**config.mk**
```make
export PLATFORM = sky130hd
export DESIGN_NAME = lfsr_deserializer
export DESIGN_NICKNAME = d
export VERILOG_FILES = /design/src/rtl/lfsr_pkg.sv /design/src/rtl/sync_fifo.sv /design/src/rtl/lfsr_deserializer.sv
export SDC_FILE = /design/constraint.sdc
export NUM_CORES = 1
export LEC_CHECK = 0
export ABC_AREA = 0
export CORE_ASPECT_RATIO = 0.6
export CORE_MARGIN = 2
export CORE_UTILIZATION = 35
export DETAILED_ROUTE_END_ITERATION = 10
export SYNTH_ARGS = -nofsm -noshare
export SYNTH_HDL_FRONTEND = slang
export SYNTH_SLANG_ARGS = --single-unit
```
**constraint.sdc**
```tcl
create_clock -name clk -period 2.3 [get_ports clk]
set_input_delay 0.69 -clock clk [delete_from_list [all_inputs] [get_ports clk]]
set_output_delay 0.69 -clock clk [all_outputs]
set_load 0.03 [all_outputs]
```
**src/rtl/lfsr_pkg.sv**
```systemverilog
// Shared defaults and FSM encoding for the LFSR stream deserializer.
package lfsr_pkg;
  localparam int LFSR_WORD_W_DEFAULT     = 8;
  localparam int LFSR_FIFO_DEPTH_DEFAULT = 4;

  typedef enum logic {S_SEED, S_COLLECT} deser_state_t;
endpackage

```
**src/rtl/sync_fifo.sv**
```systemverilog
// First-word-fall-through synchronous FIFO; head_data reads 0 while empty.
module sync_fifo #(
  parameter int WIDTH = 8,
  parameter int DEPTH = 4,
  localparam int AW   = $clog2(DEPTH)
) (
  input  logic             clk,
  input  logic             rst,
  input  logic             push,
  input  logic [WIDTH-1:0] push_data,
  input  logic             pop,
  output logic [WIDTH-1:0] head_data,
  output logic [AW:0]      count,
  output logic             full,
  output logic             empty
);
  logic [WIDTH-1:0] mem [DEPTH];
  logic [AW-1:0]    wr_ptr, rd_ptr;
  logic             do_push, do_pop;

  assign empty   = (count == '0);
  assign full    = (count == (AW+1)'(DEPTH));
  assign do_pop  = pop & ~empty;
  // A pop on the same edge frees the slot, so a push into a full FIFO still lands.
  assign do_push = push & (~full | do_pop);
  assign head_data = empty ? '0 : mem[rd_ptr];

  always_ff @(posedge clk or posedge rst) begin
    if (rst) begin
      wr_ptr <= '0;
      rd_ptr <= '0;
      count  <= '0;
    end else begin
      if (do_push) wr_ptr <= wr_ptr + 1'b1;
      if (do_pop)  rd_ptr <= rd_ptr + 1'b1;
      case ({do_push, do_pop})
        2'b10:   count <= count + 1'b1;
        2'b01:   count <= count - 1'b1;
        default: count <= count;
      endcase
    end
  end

  always_ff @(posedge clk) begin
    if (do_push) mem[wr_ptr] <= push_data;
  end
endmodule

```
**src/rtl/lfsr_deserializer.sv**
```systemverilog
// Packs the LFSR serial stream MSB-first into words, buffers them and
// tracks words lost to a full buffer.
module lfsr_deserializer
  import lfsr_pkg::*;
#(
  parameter int WORD_W     = LFSR_WORD_W_DEFAULT,
  parameter int FIFO_DEPTH = LFSR_FIFO_DEPTH_DEFAULT,
  parameter int DROP_W     = 8,
  localparam int CW        = $clog2(WORD_W),
  localparam int FCW       = $clog2(FIFO_DEPTH) + 1
) (
  input  logic              clk,
  input  logic              rst,
  input  logic              ena,
  input  logic              bit_in,
  input  logic              bit_valid,
  output logic [WORD_W-1:0] word_out,
  output logic              word_valid,
  input  logic              word_ready,
  output logic [FCW-1:0]    fifo_count,
  output logic              overflow,
  output logic [DROP_W-1:0] drop_count
);
  deser_state_t      state, next_state;
  logic [WORD_W-1:0] shreg;
  logic [CW-1:0]     cnt, cnt_base;
  logic              shift_en, word_done, pop, full, empty, drop;
  logic [WORD_W-1:0] push_word;

  always_ff @(posedge clk or posedge rst) begin
    if (rst) state <= S_COLLECT;
    else     state <= next_state;
  end

  always_comb begin
    next_state = state;
    if (ena) next_state = S_SEED;
    else     next_state = S_COLLECT;
  end

  // Reseed wins over a valid bit; while seeding the count is pinned to zero.
  always_comb begin
    shift_en = ~ena & bit_valid;
    cnt_base = (state == S_SEED) ? '0 : cnt;
  end

  assign word_done = shift_en && (cnt_base == CW'(WORD_W - 1));
  assign push_word = {shreg[WORD_W-2:0], bit_in};

  always_ff @(posedge clk or posedge rst) begin
    if (rst) begin
      shreg <= '0;
      cnt   <= '0;
    end else begin
      if (shift_en) shreg <= push_word;
      if (ena)           cnt <= '0;
      else if (shift_en) cnt <= word_done ? '0 : cnt_base + 1'b1;
    end
  end

  assign word_valid = ~empty;
  assign pop        = word_valid & word_ready;
  assign drop       = word_done & full & ~pop;

  sync_fifo #(.WIDTH(WORD_W), .DEPTH(FIFO_DEPTH)) u_fifo (
    .clk       (clk),
    .rst       (rst),
    .push      (word_done),
    .push_data (push_word),
    .pop       (pop),
    .head_data (word_out),
    .count     (fifo_count),
    .full      (full),
    .empty     (empty)
  );

  always_ff @(posedge clk or posedge rst) begin
    if (rst) begin
      overflow   <= 1'b0;
      drop_count <= '0;
    end else if (drop) begin
      overflow <= 1'b1;
      if (drop_count != '1) drop_count <= drop_count + 1'b1;
    end
  end
endmodule

```
==> results.cfg <==
[run_status]
status = finished with violations
violations = negative setup slack

[finish]
final_area_um2 = 3470
final_layout_size_suffix_gt1_frac = 0.319
regArea_um2 = 1640
n_fill_cell = 585
stdcell_count = 322
nets = 245
n_antenna_cell = 0
multi_input_area_um2 = 886
layout_common_cells = edfxtp_1 (32), nand2_1 (26), dfrtp_1 (25), clkdlybuf4s50_1 (15), buf_4 (15)
fin_util = 0.506
syn2layout_area_growth_pct = 36.6
final_common_cell = edfxtp_1

[setup_path]
path_class = flip-flop to output pin
cp-start-kind = flip-flop
r2r_slack_ns = 0.15
path_max_fanout = 3
r2r-end = u_fifo.count[2]
ff2ff_path_depth = 12
arrival_ns = 1.66
crit-reg2reg-launch = cnt[1]
crit_path_end_kind = output pin
critPathRequiredTime_ns = 1.61

[pwr]
seqPwrFrac = 0.343
netSwitchingFraction = 0.285
comb_power_share = 0.319
leakagePower_nw = 1.47
switchingPower_mw = 1.10
pwr_density_cell_nw_per_um2 = 1110
total_power_mw = 3.85
power.internal_mw = 2.75
peakVddDrop_v = 0.000339
clkPwrFrac = 0.338

[global_route]
grt_use_met2 = 0.171
grt_util_met1 = 0.190
use_met3 = 0.0651
antenna_found_initial = 0
grt_pass1_vias = 1433
grt_start_max_net_pins = 28
grt_pass1_wl_um = 7670
overflow = 0
grtUsageTotal = 0.132
grt_most_used_layer = met1

[synth]
synth-edff-count = 32
synth_top_flop_cell = edfxtp_1
synth_cell_types = 32
synth_top_family_by_area = simple AND/OR/NAND/NOR gates
ys_seq_area_frac = 0.645
ys_ff_latch = 59
synth-simple-area-share = 0.140
synthMuxAreaShare = 0.101
synthAdderAreaFrac = 0.0473
synth_area_um2 = 2540
avgSynthCellArea_um2 = 14.5
ys_warn_count = 0
async_flop_share = 0.458
synth-compound-area-share = 0.0103
syn-instance-count = 175
synth_nets = 190
synth-xor-area-share = 0.0345

[min_path]
min-delay-start = overflow
holdPathStages = 1
whs_endpoint = overflow
hold_class = flip-flop to flip-flop

[placement]
port_buffers = 26
dpl_cell_area_um2 = 3090
gp_congestion = 0.693
dp_hpwl_um = 3210
dp.cells = 304

[sta]
fin_skew_ns = 0.00503
slew_violations = 0
fin_crit_sh = 1.02
layout_setup_ws_ns = -0.0454
grt_setup_unrepaired = yes
whs_ns = 0.478
timing.max_slew.rel_slack = 0.712
period_minus_slack_ns = 2.35
tightestPinTransition_ns = 0.433
max_freq_ghz = 0.426
hold_viol = 0
setup-violations-final = 8

[floorplanning]
die_y_um = 70.0
coreArea_um2 = 6850
placementRows = 23
fp.dieW_um = 114
io_pins = 27
die-area_um2 = 7970
start_util = 0.371

[cts]
holdBufCountCts = 0
cts_max_level = 3
clkSinkCount = 59
cts_tree = built
root_buffer = clkbuf_16
ctsLongestPathBuffers = 2
path_clk_slew_ns = 0.05
clkLatencyLatePin_ns = 0.32
cts_made_buffers = 9

[route]
num_vias = 1479
avgViaCountPerCell = 4.59
drc = 0
dr.pass1.iters = 4
ant_nets = 0
wl_um = 4700
drtIter0Drc = 65
routedWlPerCell_um = 14.6

[run]
maxCapViolations = 0
-- critical path, cell delays in order, from the launching register on --
cell,delay [ns]
dfrtp_2,0.42
buf_6,0.14
mux4_2,0.50
and2_4,0.15
buf_6,0.13
-- Yosys cell counts (2+ instances only) --
| library cell | n | area, um2 |
|---|---|---|
| nand2b_1 | 3 | 18.8 |
| nand4_1 | 5 | 31.3 |
| xor2_1 | 4 | 35.0 |
| mux4_2 | 8 | 180 |
| dfrtp_1 | 26 | 651 |
| nand2_1 | 27 | 101 |
| mux2i_1 | 2 | 20.0 |
| and3_1 | 2 | 12.5 |
| a21oi_1 | 2 | 10.0 |
| nor2_1 | 3 | 11.3 |
| mux2_2 | 4 | 45.0 |
| edfxtp_1 | 32 | 961 |
| ha_1 | 8 | 100 |
| inv_1 | 9 | 33.8 |
| xnor2_1 | 6 | 52.6 |
| buf_2 | 2 | 10.0 |
| and2_1 | 16 | 100 |
| nand3b_1 | 2 | 15.0 |
-- power groups by stage --
stage / Combinational, mW / Clock [mW] / Sequential (mW)
CTS: 1.24 / 1.34 / 1.32
global placement: 1.09 / 0 / 1.33
finish: 1.23 / 1.30 / 1.32
global route: 1.31 / 1.40 / 1.33
floorplan: 0.643 / 0 / 1.35
detailed placement: 1.10 / 0 / 1.33
-- what timing repair did --
item / CTS / global route
cloned: 0 / 0
pin swaps: 8 / 2
gates resized for setup: 70 / 7
setup buffers: 2 / 0
setup endpoints to repair: 10 / 9
-- flip-flops by register name, indices dropped and copies added, names as in the netlist --
| name | count |
|---|---|
| u_fifo.count | 3 |
| overflow | 1 |
| state | 1 |
| u_fifo.rd_ptr | 2 |
| u_fifo.wr_ptr | 2 |
| shreg | 7 |
| cnt | 3 |
| drop_count | 8 |
| u_fifo.mem | 32 |
-- final cells by class --
class,instances,area share
inverter,9,0.00974
clock buffer,15,0.0862
timing repair buffer,48,0.143
multi-input combinational,103,0.255
sequential,59,0.473
tap,87,0.0314
clock inverter,1,0.00144
-- cell families after synthesis --
kind of cell,count (synthesis)
mux,15
fa+ha+maj,9
flops,59
buf+inv,13
simple gates,65
compound gates,4
xor+xnor,10
-- per-layer routing --
| layer | up-vias | wire length, um |
|---|---|---|
| met5 | - | 0 |
| met4 | 0 | 83 |
| met3 | 9 | 164 |
| met2 | 21 | 1970 |
| met1 | 721 | 2480 |
| li1 | 728 | - |
-- worst max path at each step --
stage,start,to
after floorplan,u_fifo.count[0],u_fifo.count[2]
after global placement,word_ready,u_fifo.count[2]
after detailed placement,word_ready,u_fifo.count[2]
after CTS,u_fifo.rd_ptr[0],word_out[5]
after global routing,u_fifo.rd_ptr[0],word_out[3]
final,u_fifo.rd_ptr[0],word_out[5]
-- stage by stage --
stage | TNS, ns | setup slack, ns
6_report | -0.295 | -0.0454
5_1_grt | -0.755 | -0.106
4_1_cts | -0.460 | -0.0684
3_5_place_dp | -5.68 | -0.398
3_3_place_gp | -5.65 | -0.321
2_1_floorplan | 0 | 0.0586
No activity file was read; power rests on OpenSTA's default activity.
